## src/rtl/data_memory_arbiter_if.sv

```systemverilog
// data_memory_arbiter_if: requester, memory and status signals of the data memory arbiter
// Ports: r0_*/r1_* requester handshakes, Mem*/Write_Data/Read_Data memory side, busy/gnt_id status.
// slave = arbiter view, master = requester/memory environment view.
interface data_memory_arbiter_if #(parameter int ADDR_W = 8, parameter int DATA_W = 32);
  logic              r0_req, r0_we, r0_ack;
  logic [ADDR_W-1:0] r0_addr;
  logic [DATA_W-1:0] r0_wdata, r0_rdata;
  logic              r1_req, r1_we, r1_ack;
  logic [ADDR_W-1:0] r1_addr;
  logic [DATA_W-1:0] r1_wdata, r1_rdata;
  logic [ADDR_W-1:0] MemAddr;
  logic [DATA_W-1:0] Write_Data, Read_Data;
  logic              MemRead, MemWrite, busy, gnt_id;
  modport slave (
    input  r0_req, r0_we, r0_addr, r0_wdata, r1_req, r1_we, r1_addr, r1_wdata, Read_Data,
    output r0_ack, r0_rdata, r1_ack, r1_rdata, MemAddr, Write_Data, MemRead, MemWrite, busy, gnt_id
  );
  modport master (
    output r0_req, r0_we, r0_addr, r0_wdata, r1_req, r1_we, r1_addr, r1_wdata, Read_Data,
    input  r0_ack, r0_rdata, r1_ack, r1_rdata, MemAddr, Write_Data, MemRead, MemWrite, busy, gnt_id
  );
endinterface

```

## src/rtl/data_memory_arbiter.sv

```systemverilog
// data_memory_arbiter: round-robin sharing of one Data_Memory between two req/ack requesters
// Ports: clk, reset (async, active-low), bus (slave modport: requester handshakes, memory drive, busy/gnt_id).
// All outputs come straight from registers; one transaction in flight at a time.
module data_memory_arbiter #(
  parameter int ADDR_W = 8,
  parameter int DATA_W = 32,
  parameter int RD_LAT = 1
) (
  input logic clk,
  input logic reset,
  data_memory_arbiter_if.slave bus
);
  typedef enum logic [1:0] {IDLE, ISSUE, WAIT, RESP} state_t;
  state_t state, state_d;
  logic [3:0] cnt, cnt_d;
  logic id, id_d, last, last_d, gnt, gnt_we;
  logic [ADDR_W-1:0] mem_addr, mem_addr_d;
  logic [DATA_W-1:0] write_data, write_data_d, rdata0, rdata0_d, rdata1, rdata1_d;
  logic mem_read, mem_read_d, mem_write, mem_write_d;
  logic ack0, ack0_d, ack1, ack1_d, busy, busy_d;
  // On a tie the requester not granted last time wins.
  assign gnt = (bus.r0_req && bus.r1_req) ? ~last : bus.r1_req;
  assign gnt_we = gnt ? bus.r1_we : bus.r0_we;
  always_ff @(posedge clk or negedge reset) begin
    if (!reset) begin
      state <= IDLE;
      cnt <= '0;
      id <= 1'b0;
      last <= 1'b1;
      mem_addr <= '0;
      write_data <= '0;
      mem_read <= 1'b0;
      mem_write <= 1'b0;
      ack0 <= 1'b0;
      ack1 <= 1'b0;
      rdata0 <= '0;
      rdata1 <= '0;
      busy <= 1'b0;
    end else begin
      state <= state_d;
      cnt <= cnt_d;
      id <= id_d;
      last <= last_d;
      mem_addr <= mem_addr_d;
      write_data <= write_data_d;
      mem_read <= mem_read_d;
      mem_write <= mem_write_d;
      ack0 <= ack0_d;
      ack1 <= ack1_d;
      rdata0 <= rdata0_d;
      rdata1 <= rdata1_d;
      busy <= busy_d;
    end
  end
  always_comb begin
    state_d = state;
    cnt_d = cnt;
    id_d = id;
    last_d = last;
    mem_addr_d = mem_addr;
    write_data_d = write_data;
    mem_read_d = mem_read;
    mem_write_d = mem_write;
    ack0_d = 1'b0;
    ack1_d = 1'b0;
    rdata0_d = rdata0;
    rdata1_d = rdata1;
    case (state)
      IDLE: if (bus.r0_req || bus.r1_req) begin
        state_d = ISSUE;
        id_d = gnt;
        last_d = gnt;
        mem_addr_d = gnt ? bus.r1_addr : bus.r0_addr;
        write_data_d = gnt_we ? (gnt ? bus.r1_wdata : bus.r0_wdata) : write_data;
        mem_write_d = gnt_we;
        mem_read_d = ~gnt_we;
      end
      // mem_write being high identifies a write transaction in ISSUE.
      ISSUE: begin
        state_d = mem_write ? RESP : WAIT;
        cnt_d = 4'(RD_LAT - 1);
        mem_write_d = 1'b0;
        ack0_d = mem_write && !id;
        ack1_d = mem_write && id;
      end
      WAIT: if (cnt == 4'd0) begin
        state_d = RESP;
        mem_read_d = 1'b0;
        ack0_d = !id;
        ack1_d = id;
        rdata0_d = id ? rdata0 : bus.Read_Data;
        rdata1_d = id ? bus.Read_Data : rdata1;
      end else cnt_d = cnt - 4'd1;
      RESP: state_d = IDLE;
      default: state_d = IDLE;
    endcase
    busy_d = state_d != IDLE;
  end
  assign bus.MemAddr = mem_addr;
  assign bus.Write_Data = write_data;
  assign bus.MemRead = mem_read;
  assign bus.MemWrite = mem_write;
  assign bus.r0_ack = ack0;
  assign bus.r1_ack = ack1;
  assign bus.r0_rdata = rdata0;
  assign bus.r1_rdata = rdata1;
  assign bus.busy = busy;
  assign bus.gnt_id = id;
endmodule

```

## src/flat_wrapper.sv

```systemverilog
// flat-port wrapper written by rule: the top's interface ports become plain ports
module data_memory_arbiter_flat 
#(
  parameter int ADDR_W = 8,
  parameter int DATA_W = 32,
  parameter int RD_LAT = 1
)
  (clk, reset, bus_r0_req, bus_r0_we, bus_r0_addr, bus_r0_wdata, bus_r1_req, bus_r1_we, bus_r1_addr, bus_r1_wdata, bus_Read_Data, bus_r0_ack, bus_r0_rdata, bus_r1_ack, bus_r1_rdata, bus_MemAddr, bus_Write_Data, bus_MemRead, bus_MemWrite, bus_busy, bus_gnt_id);
  data_memory_arbiter_if #(.ADDR_W(ADDR_W), .DATA_W(DATA_W)) bus_i ();
  input logic clk;
  input logic reset;
  input wire logic [$bits(bus_i.r0_req)-1:0] bus_r0_req;
  input wire logic [$bits(bus_i.r0_we)-1:0] bus_r0_we;
  input wire logic [$bits(bus_i.r0_addr)-1:0] bus_r0_addr;
  input wire logic [$bits(bus_i.r0_wdata)-1:0] bus_r0_wdata;
  input wire logic [$bits(bus_i.r1_req)-1:0] bus_r1_req;
  input wire logic [$bits(bus_i.r1_we)-1:0] bus_r1_we;
  input wire logic [$bits(bus_i.r1_addr)-1:0] bus_r1_addr;
  input wire logic [$bits(bus_i.r1_wdata)-1:0] bus_r1_wdata;
  input wire logic [$bits(bus_i.Read_Data)-1:0] bus_Read_Data;
  output wire logic [$bits(bus_i.r0_ack)-1:0] bus_r0_ack;
  output wire logic [$bits(bus_i.r0_rdata)-1:0] bus_r0_rdata;
  output wire logic [$bits(bus_i.r1_ack)-1:0] bus_r1_ack;
  output wire logic [$bits(bus_i.r1_rdata)-1:0] bus_r1_rdata;
  output wire logic [$bits(bus_i.MemAddr)-1:0] bus_MemAddr;
  output wire logic [$bits(bus_i.Write_Data)-1:0] bus_Write_Data;
  output wire logic [$bits(bus_i.MemRead)-1:0] bus_MemRead;
  output wire logic [$bits(bus_i.MemWrite)-1:0] bus_MemWrite;
  output wire logic [$bits(bus_i.busy)-1:0] bus_busy;
  output wire logic [$bits(bus_i.gnt_id)-1:0] bus_gnt_id;
  assign bus_i.r0_req = bus_r0_req;
  assign bus_i.r0_we = bus_r0_we;
  assign bus_i.r0_addr = bus_r0_addr;
  assign bus_i.r0_wdata = bus_r0_wdata;
  assign bus_i.r1_req = bus_r1_req;
  assign bus_i.r1_we = bus_r1_we;
  assign bus_i.r1_addr = bus_r1_addr;
  assign bus_i.r1_wdata = bus_r1_wdata;
  assign bus_i.Read_Data = bus_Read_Data;
  assign bus_r0_ack = bus_i.r0_ack;
  assign bus_r0_rdata = bus_i.r0_rdata;
  assign bus_r1_ack = bus_i.r1_ack;
  assign bus_r1_rdata = bus_i.r1_rdata;
  assign bus_MemAddr = bus_i.MemAddr;
  assign bus_Write_Data = bus_i.Write_Data;
  assign bus_MemRead = bus_i.MemRead;
  assign bus_MemWrite = bus_i.MemWrite;
  assign bus_busy = bus_i.busy;
  assign bus_gnt_id = bus_i.gnt_id;
  data_memory_arbiter #(.ADDR_W(ADDR_W), .DATA_W(DATA_W), .RD_LAT(RD_LAT)) u_core (.clk(clk), .reset(reset), .bus(bus_i));
endmodule
```

## config.mk

```make
export PLATFORM = sky130hd
export DESIGN_NAME = data_memory_arbiter_flat
export DESIGN_NICKNAME = d
export VERILOG_FILES = /design/src/rtl/data_memory_arbiter_if.sv /design/src/rtl/data_memory_arbiter.sv /design/src/flat_wrapper.sv
export SDC_FILE = /design/constraint.sdc
export NUM_CORES = 1
export LEC_CHECK = 0
export CAP_MARGIN = 20
export CORE_MARGIN = 5
export CORE_UTILIZATION = 45
export CTS_CLUSTER_DIAMETER = 80
export DETAILED_ROUTE_END_ITERATION = 8
export HOLD_SLACK_MARGIN = 0.05
export PLACE_DENSITY = 0.85
export SETUP_SLACK_MARGIN = 0.05
export SLEW_MARGIN = 20
export SYNTH_ARGS = -nofsm -noshare
export SYNTH_HDL_FRONTEND = slang
export SYNTH_SLANG_ARGS = --single-unit
export TNS_END_PERCENT = 10
```

## constraint.sdc

```tcl
create_clock -name clk -period 2.8 [get_ports clk]
set_input_delay 0.28 -clock clk [delete_from_list [all_inputs] [get_ports clk]]
set_output_delay 0.28 -clock clk [all_outputs]
set_load 0.01 [all_outputs]
```

* Word level (Yosys, flattened, before mapping)
Cells that the tools add are included.
** Storage, ports and cells
- Register bits :: 117
- Input bits :: 118
- Word-level logic and storage cells :: 60
** Cells by class
- Add/sub/neg operators :: 1
- Equal/unequal tests :: 6
- Multiplexer cells :: 19
- Bitwise gates (word level) :: 3
- Reductions and logical operators :: 18
** Operators with widths (count)
- two-way mux 32 bit :: 1
- AND reduction 3 bit :: 4
- two-way mux 1 bit :: 8
- two-way mux 8 bit :: 1
- case mux 1 bit (2 select lines) :: 4
- case mux 2 bit (4 select lines) :: 1
- case mux 4 bit (2 select lines) :: 1
- nonzero test 2 bit :: 4
- AND reduction 2 bit :: 3
- equality test 2 bit (second input constant) :: 2
- logical NOT 4 bit :: 1
- two-way mux 2 bit :: 2
- two-way mux 4 bit :: 1
- != test 2 x 1 -> 1 bit (second input constant) :: 2
- subtractor 4 x 1 -> 4 bit (second input constant) :: 1
- logical AND 1 bit :: 3
- inverter 1 bit :: 3
- equality test 2 x 1 -> 1 bit (second input constant) :: 1
- logical NOT 2 bit :: 1
- != test 2 bit (second input constant) :: 1
- logical NOT 1 bit :: 1
- logical OR 1 bit :: 1

* Depth between registers and ports, before layout
- Word-level depth :: 6
- Depth in mapped cells :: 7
- Mapped depth without buffers :: 5

* Worst setup path after synthesis
No wires, ideal clock.
- Path type :: reg-to-reg
- Start point :: register u_core.state[0]
- End point :: register u_core.rdata0[13] (netlist: u_core.bus.r0_rdata[13])
- Setup time :: 0.125 ns
- Data arrival time :: 1.751 ns
- Setup slack :: 0.924 ns
- Cell stages (with the launch flop) :: 8
- Buffers on the path :: 2
- Period minus slack after synthesis :: 1.876 ns
- Cell sequence :: dfrtp_1 -> inv_1 -> ha_1 -> and4bb_1 -> and2_1 -> buf_2 -> buf_4 -> mux2_2
** Between the ends
- Cells in the longest elaborated chain, start to end :: 2
** RTL lines
- from (decl) :: RTL line data_memory_arbiter.sv:14 : state_t state, state_d;
- from (signal assigned) :: RTL line data_memory_arbiter.sv:40 : state <= state_d;
- equality test 2 bit :: RTL line data_memory_arbiter.sv:68 : case (state)
- AND reduction 3 bit (no source line)
- to (signal assigned) :: RTL line data_memory_arbiter.sv:50 : rdata0 <= rdata0_d;
- to (decl) :: RTL line data_memory_arbiter.sv:18 : logic [DATA_W-1:0] write_data, write_data_d, rdata0, rdata0_d, rdata1, rdata1_d;
No other way between the ends.
A chain may end at the register's enable or synchronous reset.

* Final worst setup path
- Start point :: register u_core.state[0]
- End point :: register u_core.write_data[9] (netlist: u_core.bus.Write_Data[9])
** Between the ends
- Cells in the longest elaborated chain, start to end :: 2
** RTL lines
- logical NOT 2 bit :: RTL line data_memory_arbiter.sv:68
- AND reduction 3 bit (no source line)
- to (signal assigned) :: RTL line data_memory_arbiter.sv:45 : write_data <= write_data_d;
- to (decl) :: RTL line data_memory_arbiter.sv:18
No other way between the ends.

==> results by group <==
Run status
  • Status: finished clean

Clocking
  • CTS tree: yes
  • Postcts setup bufs: 0
  • TritonCTS buffer count: 17
  • Clock transition at path regs: 0.05 ns
  • CTS root buf: clkbuf_16
  • Clock latency on the worst-skew pair: 0.40 ns
  • CTS H-tree lvls: 4
  • Post-CTS Resized: 0
  • Max clock buf depth: 2
  • Clock sink count: 117

Routing
  • Final ANT Viol Nets: 0
  • Max layer used: met4
  • DR WL met3: 1450 um
  • DR vias: 3685
  • Avg WL per Cell: 17.6 um
  • DRT Pass-1 Iters: 6
  • WL met1: 4710 um
  • Vias per cell: 4.98
  • Met2 WL post-DR: 6570 um
  • DRT iter0 DRCs: 167
  • DRC viols: 0
  • DRT Wirelength: 13000 um

Global route
  • Number of global-route vias before repair: 4186
  • GRT Overall Usage: 19.7%
  • GRT overflow: 0
  • Initial antenna violation count: 0
  • First-pass GRT wire length: 20500 um
  • Maximum number of pins on one net before global-route repair: 66

Setup path
  • Crit path cell chain: inv_1, ha_1, nand2_1, o32ai_4, buf_4, mux2_2
  • Crit Path Max Fanout: 32
  • Slowest CP cell: dfrtp_1
  • Delay-heaviest family, CP: buffers and inverters
  • Worst setup EP type: flip-flop
  • Reg2Reg Setup Slack: 0.60 ns
  • Reg2Reg Capture Point: u_core.bus.Write_Data[9]
  • Crit Path Class: reg -> reg
  • Req. time, crit path: 3.09 ns
  • Origin of the critical flop-to-flop path: u_core.state[0]
  • Reg2reg path depth: 6
  • CP peak stage delay: 0.41 ns
  • Crit path DAT: 2.49 ns
  • Crit path buf inv count: 2
  • Startpoint Class: flip-flop

Layout
  • Syn-to-layout area delta: 58.4%
  • Fraction of layout cells with a size suffix above 1: 26.1%
  • Diodes inserted: 0
  • Filler cell count: 782
  • Final net count: 708
  • Layout Utilization: 72.2%

Floorplan
  • Die W: 117 um
  • Core box area: 11300 um^2
  • Die area: 13700 um^2
  • Die Span Y: 117 um
  • Starting density of the core: 45.6%
  • Number of core rows: 39
  • # IOs: 228

Yosys
  • Top FF cell, synth: dfrtp_1
  • Average size of a mapped cell: 14.9 um^2
  • Top cells by area, synth: dfrtp_1 56%, mux2_2 19%, mux2_4 8.4%
  • Post-synth top area share: 56.2%
  • Area leader, netlist: dfrtp_1
  • Gate Count Post-Synth: 347
  • Mapped cell area: 5160 um^2
  • Xor/xnor share of the synthesized area: 0%
  • Synth top cells by count: 116 x dfrtp_1, 86 x mux2_2, 29 x mux2_4
  • Synth Area in Compound Gates: 4.07%
  • Cell variety after synth: 33
  • Synth Area in Simple Gates: 2.74%
  • Synth Area in Adders: 1.45%
  • Sequential area share after synthesis: 56.8%
  • Async SR Flop Fraction: 100%
  • Flops & latches, synth: 117
  • Net Count, Synth: 471
  • Mux cell area share after synthesis: 31.6%
  • Largest family of logic cells by synthesized area: multiplexers
  • Number of synthesized flops with an enable pin: 0
  • Most frequent cell after synthesis: dfrtp_1
  • YS warnings: 0

STA
  • Slew headroom: 55.2%
  • Final setup skew: 0.00734 ns
  • RSZ-0062 raised after global routing: no
  • Minimum clock period: 2.20 ns
  • Final setup fails: 0
  • Setup Total Neg Slack: 0 ns
  • F_max: 0.455 GHz
  • Worst slew pin tran: 0.671 ns
  • Final worst-path cycle share: 78.6%
  • Final Hold Fails: 0
  • Max Slew Vio Count: 0
  • Worst setup margin: 0.600 ns

Pwr
  • VDD IR max: 0.000595 V
  • Power Dens Cells: 1140 nW/um^2
  • Seq pwr share: 32.3%
  • Clock Power Share: 23.4%
  • LEAKAGE: 3.53 nW
  • Logic pwr share: 44.3%
  • P_int: 6.53 mW
  • Sw frac: 29.8%
  • NetSw: 2.78 mW

Placed design
  • I/O Buffers: 227
  • Placer Congestion: 0.767
  • Final HPWL DP: 9900 um
  • Pre-CTS setup slack: 0.636 ns

Flow run
  • Max-cap violations: 0

Worst hold path
  • Hold crit path type: in -> async
## power groups by stage
stage          clock network [mW]  registers, mW  logic [mW]
2_1_floorplan                   0           3.35        1.59
3_3_place_gp                    0           2.98        4.07
3_5_place_dp                    0           3.03        4.17
4_1_cts                      2.23           3.02        4.20
5_1_grt                      2.31           3.12        4.43
6_report                     2.18           3.00        4.12
## per-stage QoR
stage,area (um^2),hold WS [ns],std cells,power [mW]
after global placement,7560,0.338,707,7.05
after detailed placement,7560,0.350,707,7.20
after floorplan,5160,-0.0156,347,4.94
final,8170,0.449,740,9.31
after global routing,8170,0.503,740,9.85
after CTS,8170,0.460,740,9.45
## cell type report
type / count / area [um^2] / area share (%)
repair buffers: 235 / 2360 / 28.8
multi-input cells: 201 / 2060 / 25.2
well taps: 143 / 179 / 2.19
flip-flops and latches: 117 / 2930 / 35.8
clock buffers: 23 / 478 / 5.85
clock inverters: 9 / 125 / 1.53
inverters: 12 / 45.0 / 0.551
## how the worst max path moves through the flow
| stage | to | start | slack, ns | depth (start not counted) |
|---|---|---|---|---|
| floorplan | u_core.bus.r0_rdata[13] | u_core.state[0] | 0.92 | 7 |
| global route | u_core.bus.Write_Data[21] | u_core.state[0] | 0.43 | 6 |
| global placement | u_core.bus.Write_Data[17] | bus_r0_req | 0.68 | 5 |
| finish | u_core.bus.Write_Data[9] | u_core.state[0] | 0.60 | 6 |
| detailed placement | u_core.bus.Write_Data[9] | bus_r0_req | 0.64 | 5 |
| CTS | u_core.bus.Write_Data[15] | u_core.state[0] | 0.61 | 6 |
## cell families (layout without fill, tap and decap cells)
logic type,after synthesis,count (layout)
muxes,136,136
DFF,117,117
AOI/OAI and AO/OA,30,30
and+or+nand+nor,29,29
buffers and inverters,29,279
adders and majority gates,6,6
## flip-flops by register name, summed over array words and instances (netlist names), 2 cells and up
signal / flops
u_core.bus.r1_rdata: 32
u_core.bus.Write_Data: 32
u_core.bus.MemAddr: 8
u_core.bus.r0_rdata: 32
u_core.cnt: 4
u_core.state: 2
## layout by cell type (no fill, tap or decap)
master | synthesis | layout
clkbuf_1 | 1 | 3
buf_4 | 6 | 6
dfrtp_1 | 116 | 116
and4bb_1 | 1 | 1
nor4b_1 | 1 | 1
o21bai_1 | 1 | 1
a31oi_1 | 1 | 1
o32ai_4 | 1 | 1
nand2_1 | 13 | 13
dfstp_2 | 1 | 1
ha_1 | 6 | 6
mux2_2 | 86 | 86
clkdlybuf4s50_1 | 0 | 226
mux2_4 | 29 | 29
o211ai_1 | 1 | 1
nor3_1 | 3 | 3
a21o_1 | 1 | 1
dlygate4sd3_1 | 0 | 1
bufinv_16 | 0 | 3
nand2b_1 | 2 | 2
a32o_1 | 2 | 2
nor2b_1 | 2 | 2
buf_12 | 0 | 2
mux2_1 | 13 | 13
clkbuf_16 | 0 | 17
o221ai_1 | 1 | 1
nor2_1 | 5 | 5
o32a_1 | 1 | 1
clkbuf_8 | 0 | 3
inv_1 | 12 | 12
clkinvlp_4 | 0 | 2
o21ai_2 | 0 | 1
a21oi_1 | 1 | 1
clkinv_2 | 0 | 4
mux2i_1 | 8 | 8
a21bo_2 | 0 | 1
o31ai_1 | 2 | 2
and2_1 | 2 | 2
o21ai_0 | 16 | 16
## repair_timing
action                     in CTS  in global routing
hold endpoints to repair       52                  0
setup endpoints to repair       0                  0
hold buffers                    1                  0
## per-layer routing
metal	track usage, %	up-vias
li1	-	1703
met4	9.33	0
met2	33.3	178
met3	8.23	19
met1	21.4	1785
met5	0	-
Power figures use the tool's default switching activity.
